File: config.mk
export PLATFORM = sky130hd
export DESIGN_NAME = rr_grant_arbiter_flat
export DESIGN_NICKNAME = d
export VERILOG_FILES = /design/src/rtl/rr_grant_arbiter_if.sv /design/src/rtl/rr_grant_arbiter.sv /design/src/flat_wrapper.sv
export SDC_FILE = /design/constraint.sdc
export NUM_CORES = 1
export LEC_CHECK = 0
export ABC_AREA = 1
export CAP_MARGIN = 20
export CELL_PAD_IN_SITES_DETAIL_PLACEMENT = 0
export CELL_PAD_IN_SITES_GLOBAL_PLACEMENT = 1
export CORE_MARGIN = 2
export CORE_UTILIZATION = 34
export CTS_BUF_LIST = sky130_fd_sc_hd__clkbuf_16
export DETAILED_ROUTE_END_ITERATION = 12
export HOLD_SLACK_MARGIN = 0.08
export PLACE_DENSITY = 0.85
export SLEW_MARGIN = 20
export SYNTH_ARGS = -nofsm -noshare
export SYNTH_HDL_FRONTEND = slang
export SYNTH_SLANG_ARGS = --single-unit
File: constraint.sdc
create_clock -name clk -period 1.95 [get_ports clk]
set_clock_uncertainty 0.2 [all_clocks]
set_input_delay 0.39 -clock clk [delete_from_list [all_inputs] [get_ports clk]]
set_output_delay 0.39 -clock clk [all_outputs]
set_load 0.02 [all_outputs]
File: src/rtl/rr_grant_arbiter_if.sv
// Request/grant bundle between N bus masters and rr_grant_arbiter.
// The masters drive r and rr_mode; the arbiter drives g, busy, owner and timeout.
interface rr_grant_arbiter_if #(
    parameter int unsigned N = 4
);
    localparam int unsigned IDW = (N > 1) ? $clog2(N) : 1;

    logic [N-1:0]   r;
    logic           rr_mode;
    logic [N-1:0]   g;
    logic           busy;
    logic [IDW-1:0] owner;
    logic           timeout;

    // Requester side
    modport master (
        output r,
        output rr_mode,
        input  g,
        input  busy,
        input  owner,
        input  timeout
    );

    // Arbiter side
    modport slave (
        input  r,
        input  rr_mode,
        output g,
        output busy,
        output owner,
        output timeout
    );
endinterface

File: src/rtl/rr_grant_arbiter.sv
// N-requester grant arbiter with fixed-priority or round-robin selection.
// A grant is held while its owner keeps requesting. On release it passes
// straight to the next requester without an idle cycle. Under contention the
// owner is preempted after MAX_HOLD cycles.
// Optional feature macro ARB_LOCK_EN: adds a lock input that suppresses
// preemption while high during a grant.
module rr_grant_arbiter #(
    parameter int unsigned N        = 4,
    parameter int unsigned MAX_HOLD = 8
) (
    input  logic clk,
    input  logic resetn,
`ifdef ARB_LOCK_EN
    input  logic lock,
`endif
    rr_grant_arbiter_if.slave bus
);
    localparam int unsigned IDW      = (N > 1) ? $clog2(N) : 1;
    localparam int unsigned HCW      = (MAX_HOLD > 0) ? $clog2(MAX_HOLD + 1) : 1;
    localparam logic [HCW-1:0] HOLD_MAX = HCW'(MAX_HOLD);
    localparam logic [N-1:0]   ONE_HOT0 = N'(1);
    localparam logic [IDW-1:0] PTR_RST  = IDW'(N - 1);

    typedef enum logic {
        IDLE  = 1'b0,
        GRANT = 1'b1
    } state_t;

    state_t         state_q, state_d;
    logic [N-1:0]   g_q, g_d;
    logic [IDW-1:0] owner_q, owner_d;
    logic [IDW-1:0] ptr_q, ptr_d;
    logic [HCW-1:0] hold_q, hold_d;
    logic           timeout_q, timeout_d;

    logic           lock_act;
    logic [N-1:0]   others;
    logic           owner_req;
    logic           preempt;
    logic [N-1:0]   elig;
    logic           win_found;
    logic [IDW-1:0] win_idx;
    logic [IDW-1:0] cand;
    int unsigned    start;

`ifdef ARB_LOCK_EN
    assign lock_act = lock;
`else
    assign lock_act = 1'b0;
`endif

    // Request view relative to the current owner
    always_comb begin
        others    = bus.r & ~g_q;
        owner_req = |(bus.r & g_q);
        elig      = (state_q == IDLE) ? bus.r : others;
    end

    // Winner search: lowest index in fixed mode, rotating from last owner + 1 in RR mode
    always_comb begin
        win_found = 1'b0;
        win_idx   = '0;
        cand      = '0;
        start     = bus.rr_mode ? ((32'(ptr_q) + 32'd1) % N) : 32'd0;
        for (int unsigned k = 0; k < N; k++) begin
            cand = IDW'((start + k) % N);
            if (!win_found && elig[cand]) begin
                win_found = 1'b1;
                win_idx   = cand;
            end
        end
    end

    // Preempt a saturated owner when someone else is waiting and lock is not held
    assign preempt = (MAX_HOLD > 0) && (hold_q == HOLD_MAX) && owner_req
                     && win_found && !lock_act;

    // State and registered outputs
    always_ff @(posedge clk or negedge resetn) begin
        if (!resetn) begin
            state_q   <= IDLE;
            g_q       <= '0;
            owner_q   <= '0;
            ptr_q     <= PTR_RST;
            hold_q    <= '0;
            timeout_q <= 1'b0;
        end else begin
            state_q   <= state_d;
            g_q       <= g_d;
            owner_q   <= owner_d;
            ptr_q     <= ptr_d;
            hold_q    <= hold_d;
            timeout_q <= timeout_d;
        end
    end

    // Next-state decision: new grant, hold, release or preempt
    always_comb begin
        state_d   = state_q;
        g_d       = g_q;
        owner_d   = owner_q;
        ptr_d     = ptr_q;
        hold_d    = hold_q;
        timeout_d = 1'b0;

        unique case (state_q)
            IDLE: begin
                if (win_found) begin
                    state_d = GRANT;
                    g_d     = ONE_HOT0 << win_idx;
                    owner_d = win_idx;
                    ptr_d   = win_idx;
                    hold_d  = HCW'(1);
                end
            end
            GRANT: begin
                if (!owner_req) begin
                    if (win_found) begin
                        g_d     = ONE_HOT0 << win_idx;
                        owner_d = win_idx;
                        ptr_d   = win_idx;
                        hold_d  = HCW'(1);
                    end else begin
                        state_d = IDLE;
                        g_d     = '0;
                        hold_d  = '0;
                    end
                end else if (preempt) begin
                    g_d       = ONE_HOT0 << win_idx;
                    owner_d   = win_idx;
                    ptr_d     = win_idx;
                    hold_d    = HCW'(1);
                    timeout_d = 1'b1;
                end else if ((MAX_HOLD > 0) && (hold_q != HOLD_MAX)) begin
                    hold_d = hold_q + HCW'(1);
                end
            end
            default: begin
                state_d = IDLE;
                g_d     = '0;
                hold_d  = '0;
            end
        endcase
    end

    // Drive the bus from registered state
    always_comb begin
        bus.g       = g_q;
        bus.busy    = |g_q;
        bus.owner   = owner_q;
        bus.timeout = timeout_q;
    end

    // Grant vector is never more than one-hot, and only nonzero in GRANT
    a_onehot: assert property (@(posedge clk) disable iff (!resetn)
        $onehot0(g_q) && ((g_q != '0) == (state_q == GRANT)));

endmodule

File: src/flat_wrapper.sv
// flat-port wrapper written by rule: the top's interface ports become plain ports
module rr_grant_arbiter_flat 
#(
    parameter int unsigned N        = 4,
    parameter int unsigned MAX_HOLD = 8
)
  (clk, resetn, bus_r, bus_rr_mode, bus_g, bus_busy, bus_owner, bus_timeout);
  rr_grant_arbiter_if #(.N(N)) bus_i ();
  input  logic clk;
  input  logic resetn;
  input wire logic [$bits(bus_i.r)-1:0] bus_r;
  input wire logic [$bits(bus_i.rr_mode)-1:0] bus_rr_mode;
  output wire logic [$bits(bus_i.g)-1:0] bus_g;
  output wire logic [$bits(bus_i.busy)-1:0] bus_busy;
  output wire logic [$bits(bus_i.owner)-1:0] bus_owner;
  output wire logic [$bits(bus_i.timeout)-1:0] bus_timeout;
  assign bus_i.r = bus_r;
  assign bus_i.rr_mode = bus_rr_mode;
  assign bus_g = bus_i.g;
  assign bus_busy = bus_i.busy;
  assign bus_owner = bus_i.owner;
  assign bus_timeout = bus_i.timeout;
  rr_grant_arbiter #(.N(N), .MAX_HOLD(MAX_HOLD)) u_core (.clk(clk), .resetn(resetn), .bus(bus_i));
endmodule
======== Yosys cells after proc, flatten, opt, wreduce, memory -nomap -nowiden ========
Index checks and enable logic that the tools add are counted.
cells by class
  shift operators ......................... 1
  order comparisons ....................... 4
  multiply operators ...................... 0
  muxes and demuxes ....................... 42
  reductions and logical operators ........ 12
  add/sub/neg operators ................... 5
  divide/modulo/power cells ............... 0
  bitwise operators ....................... 4
  equality and inequality tests ........... 5
operator list
  kind                 count
  $mux 4               9
  $mux 2               10
  $pmux 4 s2           2
  $mux 1               14
  $lt 2x3->1 const B   4
  $and 4x4->4          2
  $bmux 1 s2           4
  $ne 4x4->1 const B   2
  $pmux 2 s2           2
  $reduce_or 4->1      2
  $logic_and 1x1->1    5
  $add 2x1->2 const B  2
  $add 2x2->2 const B  2
  $add 4x1->4 const B  1
  $eq 4x4->1 const B   1
  $not 4->4            1
  $reduce_and 2->1     2
  $shl 1x2->4 const A  1
  $logic_not 1->1      3
  $ne 3x3->1 const B   1
  $ne 2x1->1 const B   1
  $pmux 1 s2           1
  $not 1->1            1
word-level totals
  latch bits .............................. 0
  flip-flop bits (word level) ............. 14
  output and inout port bits .............. 8
  bits in writable memories ............... 0
  ROM bits ................................ 0
  memories ................................ 0
  input bits .............................. 7

======== Longest topological paths before layout ========
  depth in word-level cells ............... 19
  mapped depth ............................ 14

======== Least setup slack after synthesis ========
No wires, ideal clock.
  path type ............................... flip-flop to flip-flop
  from .................................... register u_core.ptr_q[0]
  to ...................................... register u_core.g_q[2], in the netlist u_core.bus.g[2]
  setup slack ............................. 0.035 ns
  stages on the path, launching flop included .. 11
  required time ........................... 1.623 ns
  data arrival time ....................... 1.588 ns
  path buffers ............................ 1
  setup time .............................. 0.127 ns
  cells stage by stage .................... dfstp_2 > inv_2 > nand2_2 > nand2_1 > nand3_1 > nand2_1 > nor2_2 > buf_6 > nand4_4 > nand2_4 > o21ai_0
between the ends
  longest elaborated chain between the ends .. 18
  elaborated cells between the ends (all ways) .. 37
ends and longest elaborated chain
  element                                                               RTL line                text
  from (decl)                                                           rr_grant_arbiter.sv:32  logic [IDW-1:0] ptr_q, ptr_d;
  from (signal assigned)                                                rr_grant_arbiter.sv:91  ptr_q <= ptr_d;
  $add 2x1->2 (*)                                                       rr_grant_arbiter.sv:64  start = bus.rr_mode ? ((32'(ptr_q) + 32'd1) % N) : 32'd0;
  $mux 2 (*)                                                            rr_grant_arbiter.sv:64
  parallel branches: the longest is 16 deep, another holds $add 2x1->2  -
  to (signal assigned)                                                  rr_grant_arbiter.sv:89  g_q <= g_d;
  to (decl)                                                             rr_grant_arbiter.sv:30  logic [N-1:0] g_q, g_d;
Every way passes the cells marked *. The select of a mux whose other input is x is not followed.
A chain may end at the register's enable or synchronous reset.

======== Worst setup path in the final report ========
  from .................................... register u_core.ptr_q[0]
  to ...................................... register u_core.g_q[3], in the netlist u_core.bus.g[3]
The elaborated chain is that of the path after synthesis.

==> results_tabular.tex <==
\begin{tabular}{lr}
\hline
Metric & Value \\
\hline
\multicolumn{2}{l}{\textbf{Placed design}} \\
\quad Port bufs & 14 \\
\quad Placed cell area & 1490 um2 \\
\quad HPWL Detailed & 2200 um \\
\quad Placer's final routability congestion estimate & 0.877 \\
\multicolumn{2}{l}{\textbf{Synthesis}} \\
\quad Cell Area, Synth & 1110 um2 \\
\quad Async SR Flop Fraction & 100\% \\
\quad Cells after synthesis & 165 \\
\quad Most instantiated flip-flop cell in the synthesis netlist & dfrtp\_1 \\
\quad Count of state elements after synthesis & 14 \\
\quad Post-synth EDFFs & 0 \\
\quad Count of cell types in the netlist & 24 \\
\quad Synthesized netlist net count & 174 \\
\quad Total of warnings raised by yosys & 0 \\
\quad Post-synthesis sequential area ratio & 31.9\% \\
\quad Synthesized area per cell & 6.71 um2 \\
\multicolumn{2}{l}{\textbf{Route}} \\
\quad Detailed-routing iteration count for the pre-antenna-repair pass & 4 \\
\quad Number of violations reported at the end of detailed-routing iteration 0 & 92 \\
\quad Number of vias in the routed layout & 1,304 \\
\quad DRC & 0 \\
\quad Final wirelength & 3300 um \\
\quad Mean routed wirelength per cell & 12.7 um \\
\quad Post-DRT Antenna Nets & 0 \\
\quad Vias per Instance & 5.00 \\
\multicolumn{2}{l}{\textbf{Floorplan}} \\
\quad Total number of placement rows & 20 \\
\quad Die Footprint & 3730 um2 \\
\quad Height of the die & 61.1 um \\
\quad Ports placed on the boundary & 15 \\
\quad Die width & 61.1 um \\
\quad Initial core utilization & 36.0\% \\
\quad Placeable core region & 3080 um2 \\
\multicolumn{2}{l}{\textbf{Pwr}} \\
\quad Clock group share of total power & 12.5\% \\
\quad Internal power of the cells & 1.65 mW \\
\quad Leakage power & 0.878 nW \\
\quad VDD IR-drop max & 0.000758 V \\
\quad Power share of the sequential group & 16.9\% \\
\quad Power density cells & 1750 nW/um2 \\
\quad Switching power of the nets & 1.45 mW \\
\quad Fraction of power spent switching nets & 46.8\% \\
\quad Combinational share of power & 70.5\% \\
\multicolumn{2}{l}{\textbf{STA}} \\
\quad Number of max-slew violations in the final report & 0 \\
\quad Number of failing hold endpoints at the final stage & 0 \\
\quad Achievable frequency & 481 MHz \\
\quad Slack of the critical path & -0.128 ns \\
\quad Actual transition at the worst max-transition pin & 0.330 ns \\
\quad Worst slew slack as a fraction of its limit & 77.9\% \\
\quad Setup Viol. Count Final & 13 \\
\quad Final min period & 2.08 ns \\
\quad Unrepaired setup endpoints after global routing & true \\
\quad Tcrit/Tclk final & 107\% \\
\multicolumn{2}{l}{\textbf{GRT}} \\
\quad Global-route usage over all layers & 18.2\% \\
\quad Global-route wire length before repair & 5140 um \\
\quad Pin count of the biggest net entering global routing & 15 \\
\quad Initial antenna violation count & 0 \\
\quad Global-route congestion overflow total & 0 \\
\quad Number of global-route vias before repair & 1,242 \\
\multicolumn{2}{l}{\textbf{Setup path}} \\
\quad Startpoint type of the worst setup path & register \\
\quad Critical path data required time & 1.88 ns \\
\quad Critical path capture point type & register \\
\quad WS Path Type & register to register \\
\quad Critical path peak fanout & 6 \\
\quad Worst Path Arrival & 2.01 ns \\
\multicolumn{2}{l}{\textbf{Layout}} \\
\quad Layout Utilization & 57.7\% \\
\quad Area grow syn2layout & 60.3\% \\
\quad Final-layout fill cell count & 293 \\
\quad Post-Layout Inst Area & 1780 um2 \\
\quad Count of inserted antenna diode cells & 0 \\
\quad \# nets final & 227 \\
\quad Layout cells sized above 1 & 38.2\% \\
\multicolumn{2}{l}{\textbf{Clock network}} \\
\quad TritonCTS buffer count & 3 \\
\quad TritonCTS Sinks & 14 \\
\quad Clk pin slew, worst setup/hold paths & 0.05 ns \\
\quad Source-to-sink clock delay at the later pin of the worst-skew pair & 0.25 ns \\
\quad Master cell of the clock root buffer & clkbuf\_16 \\
\quad Hold buffers post-CTS & 0 \\
\quad Number of buffers on the longest clock path & 2 \\
\quad CTS HTree Levels & 1 \\
\quad TritonCTS clock tree & done \\
\multicolumn{2}{l}{\textbf{Min path}} \\
\quad Class of the tightest hold or removal check & input pin to async pin \\
\multicolumn{2}{l}{\textbf{Job}} \\
\quad Number of maximum-capacitance violations & 0 \\
\multicolumn{2}{l}{\textbf{Run status}} \\
\quad Violations in the final reports & negative setup slack \\
\quad Run status & finished with violations \\
\hline
\end{tabular}
[final cells by class]
cell class / count / area [um2] / share of cell area (%)
Clock buffer: 3 / 75.1 / 4.23
Clock inverter: 1 / 3.75 / 0.211
Inverter: 17 / 66.3 / 3.74
Multi-Input combinational cell: 134 / 816 / 45.9
Sequential cell: 14 / 353 / 19.9
Tap cell: 44 / 55.1 / 3.10
Timing Repair Buffer: 48 / 407 / 22.9
[critical path, cell delays in order (launching register included)]
cell and delay, ns:
dfstp_2 0.61, buf_4 0.15, nor2_4 0.04, nand2_1 0.10
nand2_1 0.08, nand2_1 0.16, nand2_2 0.14, buf_4 0.16
nand3_1 0.08, nand3_1 0.08, nand3_1 0.08, o21ai_0 0.07
[cells in the mapped netlist, types with 2 or more instances]
| cell type | instances | area share, % |
|---|---|---|
| nor2_4 | 2 | 2.0 |
| nor2_2 | 2 | 1.1 |
| ha_1 | 2 | 2.3 |
| dfstp_2 | 2 | 4.7 |
| o21ai_1 | 2 | 0.90 |
| nand3_1 | 22 | 9.9 |
| nand2_1 | 55 | 19 |
| nand3_2 | 2 | 1.8 |
| inv_1 | 15 | 5.1 |
| nand4_1 | 7 | 4.0 |
| nand2_4 | 3 | 3.1 |
| nand2_2 | 3 | 1.7 |
| nor2_1 | 12 | 4.1 |
| a21oi_1 | 3 | 1.4 |
| dfrtp_1 | 12 | 27 |
| inv_2 | 2 | 0.68 |
| o21ai_0 | 12 | 5.4 |
[what timing repair did]
action,CTS,global route
setup endpoints to repair,15,15
setup buffers,4,3
gates resized for setup,28,19
gates cloned,0,2
pin swaps,8,10
[sequential cells by signal (all words and copies together), names as in the netlist]
name / count
u_core.state_q: 1
u_core.bus.owner: 2
u_core.bus.g: 4
u_core.bus.timeout: 1
u_core.ptr_q: 2
u_core.hold_q: 4
[per-layer routing]
metal	wire length [um]	GRT usage [%]
met1	1440	22.6
met4	82	6.21
met5	0	0
met2	1620	31.8
met3	165	3.36
[logic make-up (layout without fill, tap and decap cells)]
logic type	count (synthesis)	after routing	share of synthesized area, %
AO/OA/AOI/OAI	18	18	8.36
adder cells (fa/ha/maj)	2	2	2.26
buffers and inverters	19	69	7.46
flip-flops	14	14	31.9
AND/OR/NAND/NOR	112	114	50.1
[through the flow]
stage               power, mW  hold WS (ns)  TNS (ns)  setup slack [ns]  instances
floorplan                1.58        -0.106         0            0.0348        165
global placement         2.25         0.324     -6.44            -0.524        248
detailed placement       2.28         0.330     -7.61            -0.606        248
CTS                      2.89         0.256    -0.776           -0.0985        256
global route             3.35         0.293     -2.83            -0.262        261
finish                   3.11         0.250     -1.16            -0.128        261
[layout by cell type (no fill, tap or decap), types with 3 or more instances in the layout]
cell             synthesis  layout
nand2_1                 55      41
buf_4                    1      30
nand3_1                 22      16
nand2_2                  3      15
inv_1                   15      14
dfrtp_1                 12      12
clkdlybuf4s50_1          0      11
nor2_1                  12       9
o21ai_0                 12       9
nand3_2                  2       7
nand4_1                  7       7
o21ai_1                  2       5
nor2_2                   2       4
nand2_4                  3       4
buf_6                    1       4
nor2_4                   2       3
clkbuf_16                0       3
[final timing paths]
path | startpoint | slack, ns | endpoint | cells past startpoint
setup / recovery | u_core.ptr_q[0] | -0.13 | u_core.bus.g[3] | 11
hold / removal | resetn | 0.25 | u_core.hold_q[1] | 2
setup reg to reg | u_core.ptr_q[0] | -0.13 | u_core.bus.g[3] | 11
hold reg to reg | u_core.bus.owner[0] | 0.34 | u_core.bus.owner[0] | 2
max in group asynchronous | resetn | 1.06 | u_core.ptr_q[1] | 2
min in group clk | u_core.bus.owner[0] | 0.34 | u_core.bus.owner[0] | 2
[power by group through the flow]
| stage | Sequential (mW) | Combinational [mW] | Clock, mW |
|---|---|---|---|
| floorplan | 0.572 | 1.00 | 0 |
| global placement | 0.516 | 1.73 | 0 |
| detailed placement | 0.519 | 1.76 | 0 |
| CTS | 0.510 | 1.99 | 0.397 |
| global route | 0.541 | 2.40 | 0.404 |
| finish | 0.526 | 2.19 | 0.389 |
(Power assumes the default switching activity.)
